===== src/rtl/bsa_pkg.sv =====
// Shared types for the bit-serial adder operand path.
// Holds the operand width and the (a,b) pair bundle.
package bsa_pkg;

  localparam int BSA_WIDTH = 4;

  typedef struct packed {
    logic [BSA_WIDTH-1:0] a;
    logic [BSA_WIDTH-1:0] b;
  } bsa_pair_t;

endpackage


===== src/rtl/bsa_pair_mem.sv =====
// Pair storage for the operand feeder: DEPTH x bsa_pair_t,
// one synchronous write port, one asynchronous read port.
module bsa_pair_mem
  import bsa_pkg::*;
#(
  parameter int DEPTH = 4,
  localparam int PW = $clog2(DEPTH)
) (
  input  logic            clk,
  input  logic            rst,
  input  logic            we_i,
  input  logic [PW-1:0]   waddr_i,
  input  bsa_pair_t       wdata_i,
  input  logic [PW-1:0]   raddr_i,
  output bsa_pair_t       rdata_o
);

  bsa_pair_t mem_q [DEPTH];

  // Entries are cleared on reset so the read port shows zeros when empty
  always_ff @(posedge clk) begin
    if (rst) begin
      for (int i = 0; i < DEPTH; i++) begin
        mem_q[i] <= '0;
      end
    end else if (we_i) begin
      mem_q[waddr_i] <= wdata_i;
    end
  end

  assign rdata_o = mem_q[raddr_i];

endmodule


===== src/rtl/bsa_operand_feeder.sv =====
// Operand queue feeding the 4-bit bit-serial adder.
// Optional FEEDER_STATS_EN adds issue_cnt and hwm outputs.
module bsa_operand_feeder
  import bsa_pkg::*;
#(
  parameter int WIDTH = BSA_WIDTH,
  parameter int DEPTH = 4,
  localparam int PW = $clog2(DEPTH),
  localparam int LW = $clog2(DEPTH + 1)
) (
  input  logic             clk,
  input  logic             rst,
  input  logic             push_valid,
  input  logic [WIDTH-1:0] push_a,
  input  logic [WIDTH-1:0] push_b,
  output logic             push_ready,
  output logic             add_valid,
  output logic [WIDTH-1:0] add_a,
  output logic [WIDTH-1:0] add_b,
  input  logic             add_ready,
  output logic [LW-1:0]    level
`ifdef FEEDER_STATS_EN
  ,
  output logic [15:0]      issue_cnt,
  output logic [LW-1:0]    hwm
`endif
);

  logic [PW-1:0] wr_q, wr_d;
  logic [PW-1:0] rd_q, rd_d;
  logic [LW-1:0] level_q, level_d;
  logic          push, pop;
  bsa_pair_t     wdata, rdata;

  // Full/empty are derived from the occupancy count only
  assign push_ready = (level_q != LW'(DEPTH));
  assign add_valid  = (level_q != '0);
  assign level      = level_q;

  assign push = push_valid && push_ready;
  assign pop  = add_valid && add_ready;

  assign wdata.a = push_a;
  assign wdata.b = push_b;
  assign add_a   = rdata.a;
  assign add_b   = rdata.b;

  bsa_pair_mem #(
    .DEPTH (DEPTH)
  ) u_mem (
    .clk     (clk),
    .rst     (rst),
    .we_i    (push),
    .waddr_i (wr_q),
    .wdata_i (wdata),
    .raddr_i (rd_q),
    .rdata_o (rdata)
  );

  // Pointer and occupancy next-state
  always_comb begin
    wr_d    = wr_q;
    rd_d    = rd_q;
    level_d = level_q;
    if (push) wr_d = wr_q + 1'b1;
    if (pop)  rd_d = rd_q + 1'b1;
    case ({push, pop})
      2'b10:   level_d = level_q + 1'b1;
      2'b01:   level_d = level_q - 1'b1;
      default: level_d = level_q;
    endcase
  end

  // Queue state register
  always_ff @(posedge clk) begin
    if (rst) begin
      wr_q    <= '0;
      rd_q    <= '0;
      level_q <= '0;
    end else begin
      wr_q    <= wr_d;
      rd_q    <= rd_d;
      level_q <= level_d;
    end
  end

`ifdef FEEDER_STATS_EN
  logic [15:0]   issue_q, issue_d;
  logic [LW-1:0] hwm_q, hwm_d;

  // Pop counter wraps freely; watermark follows the new level
  always_comb begin
    issue_d = pop ? issue_q + 16'd1 : issue_q;
    hwm_d   = (level_d > hwm_q) ? level_d : hwm_q;
  end

  // Statistics registers
  always_ff @(posedge clk) begin
    if (rst) begin
      issue_q <= '0;
      hwm_q   <= '0;
    end else begin
      issue_q <= issue_d;
      hwm_q   <= hwm_d;
    end
  end

  assign issue_cnt = issue_q;
  assign hwm       = hwm_q;
`endif

endmodule


===== config.mk =====
export PLATFORM = sky130hd
export DESIGN_NAME = bsa_operand_feeder
export DESIGN_NICKNAME = d
export VERILOG_FILES = /design/src/rtl/bsa_pkg.sv /design/src/rtl/bsa_pair_mem.sv /design/src/rtl/bsa_operand_feeder.sv
export SDC_FILE = /design/constraint.sdc
export NUM_CORES = 1
export LEC_CHECK = 0
export BUFFER_PORTS_ARGS = -buffer_cell sky130_fd_sc_hd__buf_2
export CAP_MARGIN = 10
export CORE_ASPECT_RATIO = 0.9
export CORE_MARGIN = 3
export CORE_UTILIZATION = 52
export CTS_BUF_LIST = sky130_fd_sc_hd__clkbuf_16
export DETAILED_ROUTE_END_ITERATION = 8
export PLACE_DENSITY_LB_ADDON = 0.05
export SYNTH_ARGS = -nofsm -noshare
export SYNTH_HDL_FRONTEND = slang
export SYNTH_SLANG_ARGS = --single-unit
export TNS_END_PERCENT = 50

===== constraint.sdc =====
create_clock -name clk -period 5.8 [get_ports clk]
set_input_delay 0.29 -clock clk [delete_from_list [all_inputs] [get_ports clk]]
set_output_delay 0.29 -clock clk [all_outputs]
set_load 0.05 [all_outputs]

==> report_table.html <==
<table>
<tr><th>Metric</th><th>Value</th></tr>
<tr><th colspan="2">Final layout</th></tr>
<tr><td>Number of fill cells</td><td>~230</td></tr>
<tr><td>Ratio of cells with drive above 1 in the final layout</td><td>0.3013</td></tr>
<tr><td>Commonest cells after routing, fill and taps aside</td><td>32 x and2_1, 32 x edfxtp_1, 24 x buf_2</td></tr>
<tr><td>Number of antenna repair diodes</td><td>0</td></tr>
<tr><td>Final standard cell utilization of the core</td><td>0.6780</td></tr>
<tr><td>Area growth, synth to finish</td><td>17.98%</td></tr>
<tr><td>Final net count</td><td>approximately 170</td></tr>
<tr><th colspan="2">Synthesis</th></tr>
<tr><td>Area contributors post-synth</td><td>edfxtp_1 52%, and2_1 11%, dfxtp_1 9.8%</td></tr>
<tr><td>Summed instance area of the synthesized netlist</td><td>between 0.0015 and 0.002 mm^2</td></tr>
<tr><td>Yosys warning count</td><td>0</td></tr>
<tr><td>Number of synthesized register bits</td><td>41</td></tr>
<tr><td>Share of the synthesized area in the top cell type</td><td>0.5210</td></tr>
<tr><td>Average cell area after synthesis</td><td>14.52 um^2</td></tr>
<tr><td>Sequential fraction of the synthesis area</td><td>0.6187</td></tr>
<tr><td>Syn Nets</td><td>141</td></tr>
<tr><td>Mapped Cells</td><td>127</td></tr>
<tr><td>Number of unique standard cell types used by synthesis</td><td>29</td></tr>
<tr><td>Library cell occupying the most area in the post-synthesis netlist</td><td>edfxtp_1</td></tr>
<tr><th colspan="2">Critical path</th></tr>
<tr><td>Element type at the critical path end</td><td>register</td></tr>
<tr><td>Type of the worst setup path</td><td>register to register</td></tr>
<tr><td>CP required</td><td>6.01 ns</td></tr>
<tr><td>Worst reg-to-reg setup slack</td><td>approximately 3.4 ns</td></tr>
<tr><td>Launching element type of the critical path</td><td>register</td></tr>
<tr><td>Crit path DAT</td><td>2.62 ns</td></tr>
<tr><td>Worst-path maximum fanout</td><td>9</td></tr>
<tr><th colspan="2">Die</th></tr>
<tr><td>Floorplan die area</td><td>0.004298 mm^2</td></tr>
<tr><td>Core region area</td><td>0.003209 mm^2</td></tr>
<tr><td>Die X</td><td>68.78 um</td></tr>
<tr><td>Num rows</td><td>19</td></tr>
<tr><td>Initial Util</td><td>0.5747</td></tr>
<tr><td>Height of the die</td><td>62.50 um</td></tr>
<tr><td>I/O pin total</td><td>25</td></tr>
<tr><th colspan="2">Route</th></tr>
<tr><td>Vias per cell</td><td>approximately 5.5</td></tr>
<tr><td>Number of iterations in the first detailed-routing pass</td><td>4</td></tr>
<tr><td>Routed via count</td><td>around 1100</td></tr>
<tr><td>Detail-routed net length per standard cell</td><td>17.19 um</td></tr>
<tr><td>Iter 0 DRT Violations</td><td>around 70</td></tr>
<tr><td>DRC errors left</td><td>0</td></tr>
<tr><td>Detail Route Antenna Nets</td><td>0</td></tr>
<tr><td>Final WL</td><td>3404 um</td></tr>
<tr><th colspan="2">STA</th></tr>
<tr><td>Worst relative slew slack</td><td>0.3860</td></tr>
<tr><td>Setup repair after global routing missed its margin</td><td>false</td></tr>
<tr><td>Number of pins with negative max-slew slack in the final report</td><td>0</td></tr>
<tr><td>Share of the cycle needed by the critical path after routing</td><td>0.4159</td></tr>
<tr><td>Worst setup skew after layout</td><td>0.001629 ns</td></tr>
<tr><td>Hold Violations, Final</td><td>0</td></tr>
<tr><td>Fin crit period</td><td>2.412 ns</td></tr>
<tr><td>Actual transition at the worst max-transition pin</td><td>a little over 0.9 ns</td></tr>
<tr><td>Final-layout setup total negative slack</td><td>0 ns</td></tr>
<tr><td>Timing-limited maximum frequency</td><td>414.6 MHz</td></tr>
<tr><td>Total of endpoints with negative setup slack in the final report</td><td>0</td></tr>
<tr><th colspan="2">GRT</th></tr>
<tr><td>Total routing usage reported by global routing</td><td>0.1866</td></tr>
<tr><td>Wire length of the first global-routing pass</td><td>5520 um</td></tr>
<tr><td>Overflow after GRT</td><td>0</td></tr>
<tr><td>Via count of the first global-routing pass</td><td>1112</td></tr>
<tr><td>Antenna violations before repair</td><td>0</td></tr>
<tr><td>Largest net degree at the start of global routing</td><td>14</td></tr>
<tr><th colspan="2">Clock tree</th></tr>
<tr><td>Clock network latency to the later pin of the worst-skew pair</td><td>0.28 ns</td></tr>
<tr><td>Inserted Clock Buffers</td><td>5</td></tr>
<tr><td>Master cell of the clock root buffer</td><td>clkbuf_16</td></tr>
<tr><td>Number of hold-repair buffers added at the cts stage</td><td>0</td></tr>
<tr><td>Clock edge transition at the registers on the reported setup and hold paths</td><td>0.06 ns</td></tr>
<tr><td>Maximum clock path buffer count</td><td>2</td></tr>
<tr><td>CTS tree</td><td>built</td></tr>
<tr><td>Total setup buffers inserted after CTS</td><td>0</td></tr>
<tr><td>H-tree level count</td><td>2</td></tr>
<tr><td>Post-cts gate resize count</td><td>0</td></tr>
<tr><td>Clock tree sinks</td><td>41</td></tr>
<tr><th colspan="2">Power and ir drop</th></tr>
<tr><td>Cell leakage power</td><td>0.8376 nW</td></tr>
<tr><td>VDD IR max</td><td>approximately 0.25 mV</td></tr>
<tr><td>PwrDens</td><td>476.8 mW/mm^2</td></tr>
<tr><th colspan="2">Outcome</th></tr>
<tr><td>Result of the run</td><td>complete, no violations</td></tr>
<tr><th colspan="2">Placed design</th></tr>
<tr><td>IO Port Bufs</td><td>24</td></tr>
<tr><td>Detailed placer's ending HPWL</td><td>2354 um</td></tr>
<tr><td>Gp weighted congestion</td><td>between 0.7 and 0.8</td></tr>
<tr><th colspan="2">Hold path</th></tr>
<tr><td>Tightest Hold Check Type</td><td>input port to register</td></tr>
<tr><th colspan="2">Run</th></tr>
<tr><td>MaxCap Viol Count</td><td>0</td></tr>
</table>
-- per-stage QoR --
stage	worst slack (ns)	std cells	area [um^2]	power [W]	hold slack [ns]
after floorplan	3.002	127	1844	0.0006853	0.4847
after CTS	3.375	198	2176	0.001048	0.3141
after global placement	3.466	190	2014	0.0007538	0.5016
after global routing	3.168	198	2176	0.001095	0.3235
final	3.388	198	2176	0.001037	0.3145
after detailed placement	3.382	190	2014	0.0007634	0.5379
-- flip-flops by register name, summed over array words and instances (netlist names), named ones only --
name         count
u_mem.mem_q     32
rd_q             2
level            3
wr_q             2
-- layout make-up --
cell class,count,area (um^2),share of cell area
inverter,6,22.52,0.01035
clock buffer,6,150.1,0.06901
multi-input combinational,77,678.2,0.3117
sequential,41,1141,0.5244
tap,42,52.55,0.02415
timing repair buffer,24,120.1,0.05520
clock inverter,2,11.26,0.005175
-- worst paths after layout --
| kind | from | cells after the start | endpoint |
|---|---|---|---|
| worst max-delay path | level[2] | 9 | level[2] |
| worst max register to register | level[2] | 9 | level[2] |
| worst min register to register | rd_q[1] | 2 | register |
| worst min-delay path | push_a[0] | 2 | u_mem.mem_q[1][4] |
-- per-layer routing --
layer | share of wire | GRT usage
met1 | 0.41 | 0.2512
met2 | 0.52 | 0.2801
met4 | 0.016 | 0.07543
met3 | 0.051 | 0.05576
met5 | 0 | 0
-- critical path, cell delays in order, from the launching register on --
cell     delay (ns)
dfxtp_1        0.41
nor3b_4        0.50
inv_2          0.08
nand2_1        0.14
ha_1           0.20
inv_1          0.06
fa_1           0.37
xor2_1         0.15
or3_1          0.30
a21oi_1        0.13
-- power by group --
part / total [W] / internal [W] / switching (W)
registers: 0.000412 / 0.000363 / 0.0000484
logic: 0.000340 / 0.000112 / 0.000228
clock network: 0.000286 / 0.000184 / 0.000102
-- cells by family (layout without fill, tap and decap cells) --
| logic type | Yosys count | after routing | share of synthesized area |
|---|---|---|---|
| buffers and inverters | 9 | 38 | 0.01899 |
| adder cells (fa/ha/maj) | 2 | 2 | 0.01764 |
| AND/OR/NAND/NOR | 51 | 51 | 0.1845 |
| flip-flops | 41 | 41 | 0.6187 |
| multiplexers | 8 | 8 | 0.09769 |
| XOR/XNOR | 4 | 4 | 0.01900 |
| AO/OA/AOI/OAI | 12 | 12 | 0.04342 |
-- cell usage after synthesis --
cell,number
a21oi_1,3
a41o_1,1
and2_1,32
buf_1,1
buf_2,1
clkbuf_1,1
dfxtp_1,9
edfxtp_1,32
fa_1,1
ha_1,1
inv_1,5
inv_2,1
mux4_2,8
nand2_1,2
nand2b_1,2
nor2_1,6
nor3_2,2
nor3b_4,1
nor4_2,1
nor4_4,1
o211ai_1,1
o21ai_0,1
o21ai_1,2
o311ai_0,1
o31a_1,1
o31ai_1,2
or3_1,4
xnor2_1,1
xor2_1,3
(Power assumes the default switching activity.)
